===== config.mk =====
export PLATFORM = sky130hd
export DESIGN_NAME = lsu_ctrl
export DESIGN_NICKNAME = d
export VERILOG_FILES = /design/src/rtl/lsu_ctrl.sv
export SDC_FILE = /design/constraint.sdc
export NUM_CORES = 1
export LEC_CHECK = 0
export ABC_AREA = 1
export CAP_MARGIN = 20
export CORE_MARGIN = 4
export CORE_UTILIZATION = 45
export CTS_CLUSTER_DIAMETER = 60
export DETAILED_ROUTE_END_ITERATION = 8
export GPL_TIMING_DRIVEN = 0
export HOLD_SLACK_MARGIN = 0.03
export PLACE_DENSITY = 0.84
export SYNTH_ARGS = -nofsm -noshare
export SYNTH_HDL_FRONTEND = slang
export SYNTH_SLANG_ARGS = --single-unit
export TNS_END_PERCENT = 20

===== constraint.sdc =====
create_clock -name clk -period 1.6 [get_ports clk]
set_input_delay 0.32 -clock clk [delete_from_list [all_inputs] [get_ports clk]]
set_output_delay 0.32 -clock clk [all_outputs]
set_load 0.005 [all_outputs]

===== src/rtl/lsu_ctrl.sv =====
// lsu_ctrl: RV32I load/store unit in front of a word-wide DMEM; SB/SH are done as read-modify-write.
// Optional macro LSU_BOUNDS_CHECK_EN flags addresses beyond the DMEM depth instead of aliasing them.
module lsu_ctrl #(
    parameter int DMEM_AW = 5,
    parameter int XLEN    = 32
) (
    input  logic            clk,
    input  logic            rst_n,
    input  logic            req_valid,
    output logic            req_ready,
    input  logic            req_we,
    input  logic [2:0]      req_funct3,
    input  logic [XLEN-1:0] req_addr,
    input  logic [XLEN-1:0] req_wdata,
    output logic            resp_valid,
    input  logic            resp_ready,
    output logic [XLEN-1:0] resp_rdata,
    output logic            resp_err,
    output logic [XLEN-1:0] dmem_addr,
    output logic [XLEN-1:0] dmem_wdata,
    output logic            dmem_we,
    input  logic [XLEN-1:0] dmem_rdata
);
    typedef enum logic [2:0] {
        S_IDLE    = 3'd0,
        S_LOAD    = 3'd1,
        S_ST_WORD = 3'd2,
        S_RMW_RD  = 3'd3,
        S_RMW_WR  = 3'd4,
        S_RESP    = 3'd5
    } state_e;

    state_e             state_q, state_d;
    logic [2:0]         funct3_q, funct3_d;
    logic [DMEM_AW+1:0] addr_q, addr_d;
    logic [XLEN-1:0]    wdata_q, wdata_d;
    logic [XLEN-1:0]    rdata_q, rdata_d;
    logic               err_q, err_d;
    logic               req_ready_q, req_ready_d;
    logic               resp_valid_q, resp_valid_d;
    logic               dmem_we_q, dmem_we_d;
    logic [XLEN-1:0]    dmem_addr_q, dmem_addr_d;
    logic [XLEN-1:0]    dmem_wdata_q, dmem_wdata_d;
    logic               illegal_s, misaligned_s, out_of_range_s;

    function automatic logic [XLEN-1:0] format_load(input logic [2:0] f3, input logic [1:0] off,
                                                    input logic [XLEN-1:0] word);
        logic [7:0]      b_v;
        logic [15:0]     h_v;
        logic [XLEN-1:0] res;
        b_v = 8'(word >> {off, 3'b000});
        h_v = 16'(word >> {off[1], 4'b0000});
        case (f3)
            3'd0:    res = {{(XLEN-8){b_v[7]}}, b_v};
            3'd1:    res = {{(XLEN-16){h_v[15]}}, h_v};
            3'd4:    res = {{(XLEN-8){1'b0}}, b_v};
            3'd5:    res = {{(XLEN-16){1'b0}}, h_v};
            default: res = word;
        endcase
        return res;
    endfunction

    // Sub-word store data replaces only its byte/half lane of the word read back
    function automatic logic [XLEN-1:0] merge_store(input logic [2:0] f3, input logic [1:0] off,
                                                    input logic [XLEN-1:0] word,
                                                    input logic [XLEN-1:0] wd);
        logic [XLEN-1:0] mask_v, data_v;
        logic [4:0]      sh_v;
        if (f3 == 3'd0) begin
            sh_v   = {off, 3'b000};
            mask_v = {{(XLEN-8){1'b0}}, 8'hFF};
            data_v = {{(XLEN-8){1'b0}}, wd[7:0]};
        end else begin
            sh_v   = {off[1], 4'b0000};
            mask_v = {{(XLEN-16){1'b0}}, 16'hFFFF};
            data_v = {{(XLEN-16){1'b0}}, wd[15:0]};
        end
        return (word & ~(mask_v << sh_v)) | (data_v << sh_v);
    endfunction

    // Request decode: illegal funct3, misalignment and optional range check
    always_comb begin
        if (req_we) begin
            illegal_s = (req_funct3 > 3'd2);
        end else begin
            illegal_s = (req_funct3 == 3'd3) || (req_funct3 > 3'd5);
        end
        case (req_funct3[1:0])
            2'd1:    misaligned_s = req_addr[0];
            2'd2:    misaligned_s = (req_addr[1:0] != 2'b00);
            default: misaligned_s = 1'b0;
        endcase
`ifdef LSU_BOUNDS_CHECK_EN
        out_of_range_s = |req_addr[XLEN-1:DMEM_AW+2];
`else
        out_of_range_s = 1'b0;
`endif
    end

`ifndef LSU_BOUNDS_CHECK_EN
    // Upper address bits alias onto the DMEM word index when unchecked
    logic unused_addr_s;
    assign unused_addr_s = |req_addr[XLEN-1:DMEM_AW+2];
`endif

    // Next-state, captured request and registered-output computation
    always_comb begin
        state_d  = state_q;
        funct3_d = funct3_q;
        addr_d   = addr_q;
        wdata_d  = wdata_q;
        rdata_d  = rdata_q;
        err_d    = err_q;
        case (state_q)
            S_IDLE: begin
                if (req_valid) begin
                    funct3_d = req_funct3;
                    addr_d   = req_addr[DMEM_AW+1:0];
                    wdata_d  = req_wdata;
                    rdata_d  = {XLEN{1'b0}};
                    err_d    = 1'b0;
                    if (illegal_s || misaligned_s || out_of_range_s) begin
                        err_d   = 1'b1;
                        state_d = S_RESP;
                    end else if (!req_we) begin
                        state_d = S_LOAD;
                    end else if (req_funct3 == 3'd2) begin
                        state_d = S_ST_WORD;
                    end else begin
                        state_d = S_RMW_RD;
                    end
                end else begin
                    state_d = S_IDLE;
                end
            end
            S_LOAD: begin
                rdata_d = format_load(funct3_q, addr_q[1:0], dmem_rdata);
                state_d = S_RESP;
            end
            S_ST_WORD: state_d = S_RESP;
            S_RMW_RD: begin
                wdata_d = merge_store(funct3_q, addr_q[1:0], dmem_rdata, wdata_q);
                state_d = S_RMW_WR;
            end
            S_RMW_WR: state_d = S_RESP;
            S_RESP: begin
                if (resp_ready) begin
                    rdata_d = {XLEN{1'b0}};
                    err_d   = 1'b0;
                    state_d = S_IDLE;
                end else begin
                    state_d = S_RESP;
                end
            end
            default: state_d = S_IDLE;
        endcase

        // Outputs are registered from the next state so they align with state_q
        req_ready_d  = (state_d == S_IDLE);
        resp_valid_d = (state_d == S_RESP);
        dmem_we_d    = (state_d == S_ST_WORD) || (state_d == S_RMW_WR);
        if (state_d == S_IDLE) begin
            dmem_addr_d = {XLEN{1'b0}};
        end else begin
            dmem_addr_d = {{(XLEN-DMEM_AW){1'b0}}, addr_d[DMEM_AW+1:2]};
        end
        if (dmem_we_d) begin
            dmem_wdata_d = wdata_d;
        end else begin
            dmem_wdata_d = {XLEN{1'b0}};
        end
    end

    // State and output registers; reset abandons any access in flight
    always_ff @(posedge clk or negedge rst_n) begin
        if (!rst_n) begin
            state_q      <= S_IDLE;
            funct3_q     <= 3'd0;
            addr_q       <= {(DMEM_AW+2){1'b0}};
            wdata_q      <= {XLEN{1'b0}};
            rdata_q      <= {XLEN{1'b0}};
            err_q        <= 1'b0;
            req_ready_q  <= 1'b1;
            resp_valid_q <= 1'b0;
            dmem_we_q    <= 1'b0;
            dmem_addr_q  <= {XLEN{1'b0}};
            dmem_wdata_q <= {XLEN{1'b0}};
        end else begin
            state_q      <= state_d;
            funct3_q     <= funct3_d;
            addr_q       <= addr_d;
            wdata_q      <= wdata_d;
            rdata_q      <= rdata_d;
            err_q        <= err_d;
            req_ready_q  <= req_ready_d;
            resp_valid_q <= resp_valid_d;
            dmem_we_q    <= dmem_we_d;
            dmem_addr_q  <= dmem_addr_d;
            dmem_wdata_q <= dmem_wdata_d;
        end
    end

    assign req_ready  = req_ready_q;
    assign resp_valid = resp_valid_q;
    assign resp_rdata = rdata_q;
    assign resp_err   = err_q;
    assign dmem_we    = dmem_we_q;
    assign dmem_addr  = dmem_addr_q;
    assign dmem_wdata = dmem_wdata_q;

endmodule


==> results of run 1 <==
per-stage QoR:
step                power [mW]  setup TNS [ps]
finish                    17.7           -1580
global route              18.8           -7770
CTS                       16.8           -1250
detailed placement        12.3          -42470
global placement          12.1         -539960
floorplan                 9.24               0
Yosys cell counts (all sizes together):
cell	n
buf	52
or2	5
o211ai	4
nor2	85
conb	1
dfstp	1
nand3	30
a211oi	3
nor3	2
nand4	10
a21oi	37
o21ai	64
nand2	280
nand3b	1
inv	79
dfrtp	117
clkbuf	9
ha	3
power groups by stage:
stage               clock network [mW]  logic, mW  registers, mW
floorplan                            0       4.46           4.78
global placement                     0       7.29           4.77
detailed placement                   0       7.46           4.80
CTS                               3.95       8.11           4.76
global route                      4.09       9.80           4.92
finish                            3.91       8.99           4.81
cell usage in the layout (no fill, tap or decap), types with 14 or more instances in the layout:
| cell | count |
|---|---|
| dfrtp_1 | 113 |
| dlymetal6s2s_1 | 15 |
| inv_1 | 70 |
| clkdlybuf4s50_1 | 101 |
| nand2_1 | 261 |
| o21ai_0 | 44 |
| dlygate4sd2_1 | 34 |
| conb_1 | 27 |
| nand3_1 | 23 |
| buf_4 | 45 |
| a21oi_1 | 14 |
| a21oi_2 | 23 |
| clkbuf_16 | 17 |
| o21ai_2 | 15 |
| nor2_1 | 55 |
| nor2_2 | 23 |
cells by family (layout without fill, tap and decap cells):
kind of cell	Yosys count	after routing	share of synthesized area [%]
other	1	27	0.0624
AOI/OAI and AO/OA	108	108	10.3
buffers and inverters	140	336	11.6
and+or+nand+nor	413	413	28.2
adders and majority gates	3	3	0.624
DFF	118	118	49.1
layer usage:
layer	wire (um)	global-route usage, %	up-vias
met2	9560	40.9	323
met1	7490	31.8	2854
met4	469	7.82	0
met5	0	0	-
met3	2110	8.22	54
li1	-	-	2814
state kept, by name (all words and copies together) (netlist names):
| name | count |
|---|---|
| addr_q | 7 |
| dmem_addr | 5 |
| dmem_wdata | 32 |
| dmem_we | 1 |
| funct3_q | 3 |
| req_ready | 1 |
| resp_err | 1 |
| resp_rdata | 32 |
| resp_valid | 1 |
| state_q | 3 |
| wdata_q | 32 |
final cells by class:
| class | count | area [um2] | area share [%] |
|---|---|---|---|
| multi-input combinational | 551 | 2780 | 30.8 |
| timing repair buffer | 167 | 1700 | 18.8 |
| buffer | 58 | 457 | 5.06 |
| sequential | 118 | 2960 | 32.8 |
| inverter | 79 | 302 | 3.34 |
| clock buffer | 24 | 492 | 5.45 |
| tap | 172 | 215 | 2.39 |
| clock inverter | 8 | 120 | 1.33 |
critical path: cells and delay by family, from the launching register on:
family | cells | cell delay (ps)
compound gates | 2 | 370
buf+inv | 1 | 160
flops | 1 | 430
simple gates | 5 | 660
worst max-delay path by stage:
stage | endpoint | slack (ps)
2_1_floorplan | dmem_wdata[24] | 110
3_3_place_gp | dmem_wdata[23] | -4260
3_5_place_dp | dmem_wdata[19] | -670
4_1_cts | dmem_wdata[18] | -90
5_1_grt | dmem_wdata[8] | -170
6_report | dmem_wdata[8] | -100
repair_timing:
action,in CTS,in global routing
gates resized for setup,74,120
hold buffers,1,0
pin swaps,22,26
setup endpoints to repair,123,121
setup buffers,7,5
hold endpoints to repair,50,0
cloned,2,0
==> impl_metrics.toml, run 1 <==
[placement]
port_buffers = 151
dp_worst_setup_slack_ps = -670
place_congestion = 0.938
post-dp-hpwl_um = 13800
numPlacedInstances = 1133
placed_area_mm2 = 0.00787

[final_layout]
nets = 1099
fin_util_pct = 70.3
fin_area_mm2 = 0.00902
n_fill_cell = 987
antenna_cells = 0
drive_above_1_share_pct = 21.7
syn2layout_area_growth_pct = 50.0
finalNonFillerCells = 1177

[global_route]
grt_overflow = 0
globalRouteTotalUtil_pct = 25.1
grt_pass1_wl_um = 29000
grt_pass1_vias = 5705
grt_max_degree = 69
grt_antenna_before_repair = 0

[detailed_routing]
drcViolationCount = 0
first_iter_violations = 501
wire_per_inst_um = 16.7
firstDrtPassIters = 5
via_per_inst = 5.14
drt-total-wl_um = 19600
ant_nets = 0
num_vias = 6045

[yosys]
synth_area_leaders = "dfrtp_1, nand2_1, nor2_1, inv_1, o21ai_0"
synth-seq-cells = 118
synth_top_area_cell = "dfrtp_1"
synthCells = 783
synth_top_area_share_pct = 48.7
synth_area_mm2 = 0.00601
ys_warn_count = 0
synth.avg_cell_area_um2 = 7.68
ys_seq_area_share_pct = 49.1
synth_cell_type_count = 31

[pwr]
combPwrFrac_pct = 50.8
p_int_mw = 10.5
power_switching_mw = 7.17
power_leakage_nw = 4.95
ir_drop_mv = 1.23
powerDensity_mw_per_mm2 = 1960
seq_power_share_pct = 27.1
clkPwrFrac_pct = 22.1
swShare_pct = 40.5

[floorplan]
dieArea_mm2 = 0.0153
die_y_um = 124
die_w_um = 124
initial_core_util_pct = 46.9
ioPinCount = 204
rows = 41
fp.coreArea_mm2 = 0.0128

[timing]
final.period_utilization_pct = 106
setup_viol = 45
setup_ws_ps = -103
max_freq_mhz = 587
rsz0062_at_grt = "true"
timing.hold.ws_ps = 358
slew_viol_final = 0
finalClockSkew_ps = 6.45
finalHoldViolCount = 0
period_needed_ps = 1700

[hold_path]
min_to = "funct3_q[0]"
hold_depth = 3
min_path_type = "input port to flip-flop"
min_from = "req_funct3[0]"

[worst_setup_path]
critical_path.max_fanout = 8
worst_setup_path_end_kind = "flip-flop"
max_stage_delay_ps = 430
timing.rr.end = "dmem_wdata[8]"
startpoint_type = "flip-flop"
crit_start = "funct3_q[1]"
critPathRequiredTime_ps = 1940
slowest_stage = "dfrtp_2"
ff2ff_path_depth = 8
path_common_cell = "nand2_1"
rr_startpoint = "funct3_q[1]"
crit_chain = "nor2_4 -> nand2_4 -> buf_8 -> o21ai_4 -> nand2_1 -> nand2_1 -> a21oi_2 -> nor2_2"
crit_type = "flip-flop to flip-flop"
arrival_ps = 2040
rrSetupSlack_ps = -100

[clock_network]
clock_latency_ps = 410
cts_tree = "done"
path_clk_slew_ps = 50
cts_inserted_buffers = 17
cts-root-buf = "clkbuf_16"
cts.sinks = 118
cts_max_level = 4
clock_tree.buffer_depth = 2

[run_status]
status = "complete, but fails checks"
violations = "setup timing"

[job]
maxCapViolations = 0
(Power assumes the default switching activity.)
==> run 2: changes to the inputs <==
ABC_CLOCK_PERIOD_IN_PS = 1600   (was not set)
==> results of run 2 <==
No change in the layout: final DEF, timing and power equal those of run 1.
==> patch: new RTL, config.mk and constraints of run 1 <==
The parameter `XLEN` goes from 32 to 64.
--- a/src/rtl/lsu_ctrl.sv
+++ b/src/rtl/lsu_ctrl.sv
@@ -4,3 +4,3 @@
     parameter int DMEM_AW = 5,
-    parameter int XLEN    = 32
+    parameter int XLEN    = 64
 ) (
Interface: changed (6 resized); port bits go from 204 to 396. The function was not compared with the original's and may differ.
==> patch against run 1 <==
Synthesized cell count rose by 64%; design area rose by 83%; sequential cell count rose by 96; routed wire length rose by 91%; highest routed layer unchanged; synthesized area rose by 77%; the flow still finishes with violations (setup timing); critical path type unchanged; count of clock-buffer cells in the layout rose by 11; first-iteration DRC count rose by 30%; worst setup slack got worse by 0.12 ns; cell count rose by 73%; power rose by 82%; global-route usage rose by 2.1 points.
==> patch: results (changes against run 1) <==
* Status: finished, violations left
* Failing checks: setup timing
* FILL cells at 1836 (+86%)
* Top Family by Delay on Critical Path: simple AND/OR/NAND/NOR gates
* Clock Root Buffer: clkbuf_16
* Ant diodes at 0 (unchanged)
* GR met3 Demand/Resource at 6.22% (-2.0 points)
* Share of post-route cells with drive strength above 1 at 25.7% (+4.0 points)
* Vias in the first global route at 10200 (+79%)
* Placed cells at 1943 (+71%)
* Setup ws final at -0.225 ns (-0.122 ns)
* Peak VDD IR at 1080 uV (-12%)
* Setup_tns at -22.62 ns (-21.03 ns)
* Synth cell types at 32 (+3.2%)
* Global Route Usage Sum at 27.2% (+2.1 points)
* DP HPWL at 25.3 mm (+84%)
* Synth area leaders: dfrtp_1 (50%), nand2_1 (12%), inv_1 (5.5%)
* CP Launch Point: state_q[2]
* Global Route met2 Usage at 45.6% (+4.8 points)
* Critical Path Fanout Max at 6 (-2)
* Vias/cell at 4.94 (-3.9%)
* Relative slew slack at a little under three fifths
* Top_reg_cell synth: dfrtp_1
* Sequential element share of the synthesized area at 50.3% (+1.2 points)
* Port bufs at 279 (+85%)
* Clock Skew at 0.0106 ns (+0.00413 ns)
* Avg WL per Cell at 18.4 um (+10%)
* Pin count of the biggest net entering global routing at 120 (+74%)
* GPL Wtd Cong at 0.910 (-3.0%)
* Total CTS buffers at 26 (+9)
* First-pass GRT wire length at 56.4 mm (+94%)
* Initial drt markers at 649 (+30%)
* Drt first pass iters at 9 (+4)
* Post-Place Worst Slack at -0.790 ns (-0.120 ns)
* Cell count after synthesis at 1286 (+64%)
* GR Layer Usage met1 at 34.9% (+3.1 points)
* CP Data Arrival Time at 2.23 ns (+0.19 ns)
* Worst-case clock buffer depth at 3 (+1)
* Hold Path Class: in2reg
* Synth top cells by count: nand2_1 (349), dfrtp_1 (213), inv_1 (156), nor2_1 (151), o21ai_0 (69)
* Initial antenna violation count at 0 (unchanged)
* Leak pwr at 0.00891 uW (+80%)
* Slowest cell on the critical path: dfrtp_2
* Skew-Pair Late Insertion Delay at 0.52 ns (+0.11 ns)
* Hold Startpoint: req_funct3[0]
* Crit Path Category: reg2reg
* H-tree depth at 1 (-3)
* Final setup fails at 195 (+330%)
* Crit-path max cell delay at 0.44 ns
* Non-Filler Instances at 2038 (+73%)
* Synthesis warning total at 0 (unchanged)
* Fraction of registers with async set/reset at 100% (unchanged)
-- patch: cell count changes in the layout (fill, tap and decap cells not counted), moves of 43 or more --
cell,delta
nor2_1,+70
nand2_1,+53
inv_1,+86
o21ai_1,+43
dlygate4sd2_1,+104
dfrtp_1,+95
-- patch: routing by layer --
layer / share of wire, % / routed length, um / up-vias
met4: 3.9 / 1460 / 0
met5: 0 / 0 / -
li1: - / - / 4653
met3: 8.1 / 3050 / 96
met1: 39 / 14600 / 4843
met2: 49 / 18400 / 466
-- patch: where the power goes --
part / switching (uW) / internal [uW]
combinational: 9670 / 7580
clock: 2380 / 3850
sequential: 1130 / 7590
-- patch: what timing repair did --
item,in CTS,in global routing
gates cloned,6,4
pin swaps,24,24
endpoints found under the setup margin,342,310
hold buffers,1,0
gates resized for setup,381,95
hold endpoints to repair,95,0
setup buffers,27,12
-- patch: stage by stage --
stage	instance area (um^2)	utilization, %	power (uW)
floorplan	10900	-	16300
global placement	14000	60.2	21500
detailed placement	14100	60.4	21800
CTS	16000	68.5	30600
global route	16500	70.6	34200
finish	16500	70.6	32200
-- patch: layout make-up --
type                            instances  area [um^2]  share of cell area, %
Timing Repair Buffer                  329         3310                   20.1
Multi-Input combinational cell        845         4750                   28.8
Tap cell                              319          399                   2.42
Buffer                                116         1090                   6.61
Inverter                              167          654                   3.97
Clock inverter                         13          183                   1.11
Sequential cell                       214         5360                   32.5
Clock buffer                           35          726                   4.40
-- patch: kinds of logic (layout without fill, tap and decap cells) --
family                     after synthesis  after routing  synth area share (%)
AOI/OAI and AO/OA                      151            151                  8.11
adders and majority gates                3              3                 0.353
buffers and inverters                  285            660                  13.7
DFF                                    214            214                  50.3
other                                    1             59                0.0352
and+or+nand+nor                        632            632                  27.5
-- patch: worst register-to-register path, cell delays in order, from the launching register on --
cell and delay, ns:
dfrtp_2 0.44, nor2_4 0.22, nand3_4 0.17, clkinv_4 0.13, nand2_4 0.09, nand2_4 0.09
inv_2 0.05, nand2_4 0.11, buf_12 0.19, clkbuf_16 0.20, nor2_4 0.03
-- patch: final timing paths --
path / slack, ns / to / cells past startpoint
min in group asynchronous: 0.34 / dmem_wdata[3] / 2
max: -0.23 / dmem_wdata[36] / 10
max in group asynchronous: 0.24 / state_q[1] / 3
min: 0.27 / funct3_q[0] / 3
max reg2reg: -0.23 / dmem_wdata[36] / 10
min reg2reg: 0.47 / resp_rdata[3] / 2
